`src/rtl/dna_csr_axil.sv`:
```
// AXI4-Lite control/status register block for the DNA alignment array.
// Drives per-core start pulses and shared scoring config; gathers done/busy status.
module dna_csr_axil #(
    parameter int                    ADDR_WIDTH  = 32,
    parameter int                    DATA_WIDTH  = 32,
    parameter logic [ADDR_WIDTH-1:0] BASE_ADDR   = 32'h0200_4000,
    parameter int                    NUM_CORES   = 4,
    parameter int                    LEN_WIDTH   = 7,
    parameter int                    SCORE_WIDTH = 3
) (
    input  logic                      clk,
    input  logic                      resetn,
    input  logic [ADDR_WIDTH-1:0]     s_awaddr,
    input  logic                      s_awvalid,
    output logic                      s_awready,
    input  logic [DATA_WIDTH-1:0]     s_wdata,
    input  logic [DATA_WIDTH/8-1:0]   s_wstrb,
    input  logic                      s_wvalid,
    output logic                      s_wready,
    output logic [1:0]                s_bresp,
    output logic                      s_bvalid,
    input  logic                      s_bready,
    input  logic [ADDR_WIDTH-1:0]     s_araddr,
    input  logic                      s_arvalid,
    output logic                      s_arready,
    output logic [DATA_WIDTH-1:0]     s_rdata,
    output logic [1:0]                s_rresp,
    output logic                      s_rvalid,
    input  logic                      s_rready,
    output logic [NUM_CORES-1:0]      core_start_o,
    output logic [LEN_WIDTH-1:0]      core_len_o,
    output logic [SCORE_WIDTH-1:0]    match_o,
    output logic [SCORE_WIDTH-1:0]    mismatch_o,
    output logic [SCORE_WIDTH-1:0]    gap_o,
    input  logic [NUM_CORES-1:0]      core_busy_i,
    input  logic [NUM_CORES-1:0]      core_ref_empty_i,
    input  logic [NUM_CORES-1:0]      core_matrix_full_i,
    output logic                      irq_o
);

    localparam logic [1:0] RESP_OKAY   = 2'b00;
    localparam logic [1:0] RESP_SLVERR = 2'b10;

    localparam logic [2:0] IDX_CTRL   = 3'd0;
    localparam logic [2:0] IDX_CONFIG = 3'd1;
    localparam logic [2:0] IDX_STATUS = 3'd2;
    localparam logic [2:0] IDX_DONE   = 3'd3;
    localparam logic [2:0] IDX_CYCLES = 3'd4;

    localparam logic [31:0] SCORE_MASK = (32'd1 << SCORE_WIDTH) - 32'd1;
    localparam logic [31:0] CFG_MASK   = ((32'd1 << LEN_WIDTH) - 32'd1)
                                       | (SCORE_MASK << 16)
                                       | (SCORE_MASK << 20)
                                       | (SCORE_MASK << 24);

    logic                  irq_en_q;
    logic [31:0]           cfg_q;
    logic [NUM_CORES-1:0]  start_q;
    logic [NUM_CORES-1:0]  done_q;
    logic [NUM_CORES-1:0]  busy_q;
    logic [31:0]           cycles_q;
    logic                  bvalid_q;
    logic [1:0]            bresp_q;
    logic                  rvalid_q;
    logic [1:0]            rresp_q;
    logic [DATA_WIDTH-1:0] rdata_q;
    logic                  rd_ready_q;

    logic                  wr_en;
    logic                  wr_ok;
    logic [2:0]            wr_idx;
    logic                  ar_en;
    logic                  rd_ok;
    logic [DATA_WIDTH-1:0] rd_data;
    logic [31:0]           status;
    logic [NUM_CORES-1:0]  done_clr;
    logic [NUM_CORES-1:0]  busy_fell;

    // Misaligned addresses are treated as unmapped.
    assign wr_idx = s_awaddr[4:2];
    assign wr_ok  = (s_awaddr[ADDR_WIDTH-1:5] == BASE_ADDR[ADDR_WIDTH-1:5])
                  && (s_awaddr[1:0] == 2'b00) && (wr_idx <= IDX_CYCLES);

    assign wr_en     = s_awvalid & s_wvalid & ~bvalid_q;
    assign s_awready = wr_en;
    assign s_wready  = wr_en;
    assign s_bvalid  = bvalid_q;
    assign s_bresp   = bresp_q;

    // Held low for the first cycle after reset so every ready starts deasserted.
    assign s_arready = rd_ready_q & ~rvalid_q;
    assign ar_en     = s_arvalid & s_arready;
    assign s_rvalid  = rvalid_q;
    assign s_rdata   = rdata_q;
    assign s_rresp   = rresp_q;

    assign core_start_o = start_q;
    assign core_len_o   = cfg_q[LEN_WIDTH-1:0];
    assign match_o      = cfg_q[16 +: SCORE_WIDTH];
    assign mismatch_o   = cfg_q[20 +: SCORE_WIDTH];
    assign gap_o        = cfg_q[24 +: SCORE_WIDTH];
    assign irq_o        = irq_en_q & (|done_q);

    assign busy_fell = busy_q & ~core_busy_i;
    assign done_clr  = (wr_en && wr_ok && wr_idx == IDX_DONE) ? s_wdata[NUM_CORES-1:0] : '0;

    always_comb begin
        status = '0;
        status[0  +: NUM_CORES] = core_busy_i;
        status[8  +: NUM_CORES] = core_ref_empty_i;
        status[16 +: NUM_CORES] = core_matrix_full_i;
    end

    always_comb begin
        rd_data = '0;
        rd_ok   = 1'b0;
        if ((s_araddr[ADDR_WIDTH-1:5] == BASE_ADDR[ADDR_WIDTH-1:5]) && (s_araddr[1:0] == 2'b00)) begin
            rd_ok = 1'b1;
            case (s_araddr[4:2])
                IDX_CTRL:   rd_data[16] = irq_en_q;
                IDX_CONFIG: rd_data = cfg_q;
                IDX_STATUS: rd_data = status;
                IDX_DONE:   rd_data[NUM_CORES-1:0] = done_q;
                IDX_CYCLES: rd_data = cycles_q;
                default:    rd_ok = 1'b0;
            endcase
        end
    end

    always_ff @(posedge clk or negedge resetn) begin
        if (!resetn) begin
            bvalid_q <= 1'b0;
            bresp_q  <= RESP_OKAY;
            start_q  <= '0;
            irq_en_q <= 1'b0;
            cfg_q    <= '0;
        end else begin
            start_q <= '0;
            if (wr_en) begin
                bvalid_q <= 1'b1;
                bresp_q  <= wr_ok ? RESP_OKAY : RESP_SLVERR;
                if (wr_ok && wr_idx == IDX_CTRL) begin
                    if (s_wstrb[0]) start_q  <= s_wdata[NUM_CORES-1:0];
                    if (s_wstrb[2]) irq_en_q <= s_wdata[16];
                end
                if (wr_ok && wr_idx == IDX_CONFIG) begin
                    for (int b = 0; b < 4; b++) begin
                        if (s_wstrb[b]) cfg_q[8*b +: 8] <= s_wdata[8*b +: 8] & CFG_MASK[8*b +: 8];
                    end
                end
            end else if (s_bready) begin
                bvalid_q <= 1'b0;
            end
        end
    end

    // A done event in the same cycle as its W1C clear keeps the bit set.
    always_ff @(posedge clk or negedge resetn) begin
        if (!resetn) begin
            busy_q   <= '0;
            done_q   <= '0;
            cycles_q <= '0;
        end else begin
            busy_q <= core_busy_i;
            done_q <= (done_q & ~done_clr) | busy_fell;
            if (|start_q) begin
                cycles_q <= '0;
            end else if ((|core_busy_i) && (cycles_q != 32'hFFFF_FFFF)) begin
                cycles_q <= cycles_q + 32'd1;
            end
        end
    end

    always_ff @(posedge clk or negedge resetn) begin
        if (!resetn) begin
            rd_ready_q <= 1'b0;
            rvalid_q   <= 1'b0;
            rresp_q    <= RESP_OKAY;
            rdata_q    <= '0;
        end else begin
            rd_ready_q <= 1'b1;
            if (ar_en) begin
                rvalid_q <= 1'b1;
                rdata_q  <= rd_data;
                rresp_q  <= rd_ok ? RESP_OKAY : RESP_SLVERR;
            end else if (s_rready) begin
                rvalid_q <= 1'b0;
            end
        end
    end

endmodule

```
`config.mk`:
```
export PLATFORM = sky130hd
export DESIGN_NAME = dna_csr_axil
export DESIGN_NICKNAME = d
export VERILOG_FILES = /design/src/rtl/dna_csr_axil.sv
export SDC_FILE = /design/constraint.sdc
export NUM_CORES = 1
export LEC_CHECK = 0
export CAP_MARGIN = 20
export CORE_MARGIN = 2
export CORE_UTILIZATION = 45
export DETAILED_ROUTE_END_ITERATION = 6
export HOLD_SLACK_MARGIN = 0.05
export PLACE_DENSITY = 0.79
export SYNTH_ARGS = -nofsm -noshare
export SYNTH_HDL_FRONTEND = slang
export SYNTH_SLANG_ARGS = --single-unit
```
`constraint.sdc`:
```
create_clock -name clk -period 3.3 [get_ports clk]
set_input_delay 0.66 -clock clk [delete_from_list [all_inputs] [get_ports clk]]
set_output_delay 0.66 -clock clk [all_outputs]
set_load 0.01 [all_outputs]
```
==> flow_metrics.env <==
export IMPL_final_nets=751
export IMPL_max_slew_margin_rel_pct=49.7
export IMPL_fmax_mhz=369
export IMPL_swShare_pct=27.3
export IMPL_crit_buf_inv=2
export IMPL_worst_r2r_setup_slack_ps=760
export IMPL_critPathRequiredTime_ps=3560
export IMPL_cts_setup_buffers=0
export IMPL_finalSetupTns_ps=0
export IMPL_dp_hpwl_mm=9.98
export IMPL_slew_viol_final=0
export IMPL_clk_latency_ps=370
export IMPL_clkPwrFrac_pct=29.8
export IMPL_crit_path_top_delay_cell="mux2_2"
export IMPL_clock_root_buffer="clkbuf_8"
export IMPL_antenna_cells=0
export IMPL_synth_async_reset_ratio_pct=100
export IMPL_max_vdd_ir_drop_mv=0.207
export IMPL_status="finished clean"
export IMPL_clkSinkCount=98
export IMPL_hold_buffers=0
export IMPL_finalInstanceArea_um2=6720
export IMPL_yosys_top_cells_area="dfrtp_1 51%, mux2_2 5.0%, o21ai_0 4.0%"
export IMPL_avgSynthCellArea_um2=10.2
export IMPL_synth_ff_type="dfrtp_1"
export IMPL_fp_dieW_um=107
export IMPL_crit_chain="clkdlybuf4s50_1 -> nor4_1 -> nand4_1 -> nor4_1 -> buf_4 -> nand4b_1 -> mux2_2"
export IMPL_final_cells=772
export IMPL_antenna_left=0
export IMPL_die_h_um=107
export IMPL_htreeDepth=3
export IMPL_critical_path_peak_fanout=12
export IMPL_avgViaCountPerCell=5.74
export IMPL_cts_tree="done"
export IMPL_critical_path_class="in2reg"
export IMPL_critPathArrivalTime_ps=2970
export IMPL_worst_slew_pin_slew_ps=755
export IMPL_slowest_delay_ps=440
export IMPL_finalPower_mw=2.46
export IMPL_p_int_mw=1.79
export IMPL_whs_ps=355
export IMPL_crit_top_cell="nor4_1"
export IMPL_multi_input_area_um2=2140
export IMPL_rows=37
export IMPL_gp_congestion=0.813
export IMPL_synth_edf_count=0
export IMPL_worstSetupEndpoint="cfg_q[18]"
export IMPL_pin_count=181
export IMPL_maxCapViolCount=0
export IMPL_synthToLayoutAreaGrowth_pct=41.0
export IMPL_ctsResizeCount=0
export IMPL_final_layout_size_suffix_gt1_share_pct=10.1
export IMPL_fillers=814
export IMPL_fin_worst_skew_ps=10.7
export IMPL_crit_path_start_kind="input pin"
export IMPL_fin_util_pct=65.1
export IMPL_cp_top_family="simple AND/OR/NAND/NOR gates"
export IMPL_end_kind="flip-flop"
export IMPL_yosysTopAreaCell="dfrtp_1"
export IMPL_fin_crit_sh_pct=82.2
export IMPL_synth_warnings=0
export IMPL_reg2reg_depth=5
export IMPL_route_detailed_drc=0
export IMPL_setup_violations=0
export IMPL_antenna_found_initial=0
export IMPL_synth_distinct_cells=53
export IMPL_hold_viol_final=0
export IMPL_fin_crit_ps=2710
export IMPL_grt_pass1_wl_mm=21.5
export IMPL_gr_total_overflow=0
export IMPL_rsz0062_at_grt="false"
export IMPL_cellPowerDensity_nw_per_um2=366
export IMPL_clock_path_buffers=2
export IMPL_drtIter0Drc=321
export IMPL_timing_final_ws_setup_ps=587
export IMPL_r2r_start="cycles_q[16]"
export IMPL_yosysSeqAreaShare_pct=51.5
export IMPL_clk_pin_slew_ps=100
export IMPL_power_switching_uw=671
export IMPL_crit_start="s_awaddr[6]"
export IMPL_wl_mm=13.0
export IMPL_path_depth=7
export IMPL_place_area_um2=6530
export IMPL_drt_pass1_iter_count=4
export IMPL_grtUsageTotal_pct=23.9
export IMPL_synth_area_um2=4760
export IMPL_dieArea_um2=11400
export IMPL_place_port_buffers=161
export IMPL_num_vias=4431
export IMPL_coreArea_um2=10300
export IMPL_grt_max_degree=62
export IMPL_grt_pass1_vias=4501
export IMPL_pre_cts_ws_ps=195
export IMPL_wl_per_cell_um=16.9
export IMPL_leakage_nw=2.73
export IMPL_final_seq_area_um2=2450
export IMPL_initial_utilization_pct=46.2
export IMPL_cts_made_buffers=9
export IMPL_synth_seq_cells=98
export IMPL_combPwrFrac_pct=15.8
export IMPL_reg2reg_to="cycles_q[4]"
export IMPL_dp_cells=756
export IMPL_synth_cells=468
export IMPL_synth_top_cell_area_share_pct=51.5
export IMPL_seq_power_share_pct=54.4
export IMPL_hold_path_class="in2async"
[area by class of cell]
cell class                 instances  share of cell area [%]
multi-input combinational        334                    31.9
inverter                          13                   0.726
clock buffer                      11                    2.25
tap                              136                    2.53
timing repair buffer             175                    25.5
clock inverter                     5                   0.577
sequential                        98                    36.5
[cell usage after synthesis, types with 2 or more instances]
cell type and instances:
buf_4 4, a22o_1 17, nor2_1 27, nand2_1 43
dfrtp_1 98, or2_2 3, nand2b_1 3, nand3_1 10
nand4b_1 3, and3_1 3, nor4_1 16, nor2b_1 8
o31ai_1 5, a41o_1 3, and4_1 4, o21ai_0 38
a21oi_1 25, nor4b_1 3, clkbuf_1 16, or4_2 2
nand3b_1 2, conb_1 2, nand4_1 17, o31a_1 2
a31oi_1 5, inv_1 13, nand4_2 2, or4_1 6
or3_1 13, mux2i_1 3, a22oi_1 20, and2_1 2
nor3_1 5, mux2_2 21, xnor2_1 5, o21a_1 2
[worst min path at each step]
stage,end,from
2_1_floorplan,busy_q[0],resetn
3_3_place_gp,s_rdata[9],s_rdata[9]
3_5_place_dp,s_rdata[19],s_rdata[19]
4_1_cts,cycles_q[26],resetn
5_1_grt,cycles_q[26],resetn
6_report,cycles_q[26],resetn
[registers in the layout, summed over array words and instances (netlist names)]
signal,flops
s_rresp,1
s_bresp,1
s_bvalid,1
core_start_o,4
rd_ready_q,1
busy_q,4
cfg_q,16
s_rdata,32
s_rvalid,1
done_q,4
cycles_q,32
irq_en_q,1
[cell families after synthesis]
kind of cell / after synthesis / share of synthesized area (%)
and+or+nand+nor: 174 / 20.0
AOI/OAI and AO/OA: 127 / 18.0
DFF: 98 / 51.5
buffers and inverters: 37 / 3.65
muxes: 24 / 5.59
xor gates and xnor gates: 5 / 0.919
other: 2 / 0.158
adders and majority gates: 1 / 0.263
[layout by cell type, fill, tap and decap left out, types with 17 or more instances in the layout]
master,netlist,layout
nor2_1,27,27
o21ai_0,38,38
a22o_1,17,17
nand2_1,43,43
a21oi_1,25,25
a22oi_1,20,20
mux2_2,21,21
dfrtp_1,98,98
nand4_1,17,17
clkdlybuf4s50_1,0,160
[metal layers]
metal  GRT usage, %  up-vias  wire [µm]
li1               -     2075          -
met2           40.1      179       6300
met3           5.71       25        976
met1           29.8     2152       5430
met5              0        -          0
met4           9.65        0        309
[power by group through the flow]
stage                     Sequential (mW)  Clock (mW)  Combinational (mW)
final                                1.34       0.733               0.389
after global routing                 1.35       0.800               0.428
after CTS                            1.34       0.756               0.391
after detailed placement             1.36           0               0.389
after global placement               1.35           0               0.375
after floorplan                      1.34           0               0.186
(Power assumes the default switching activity.)
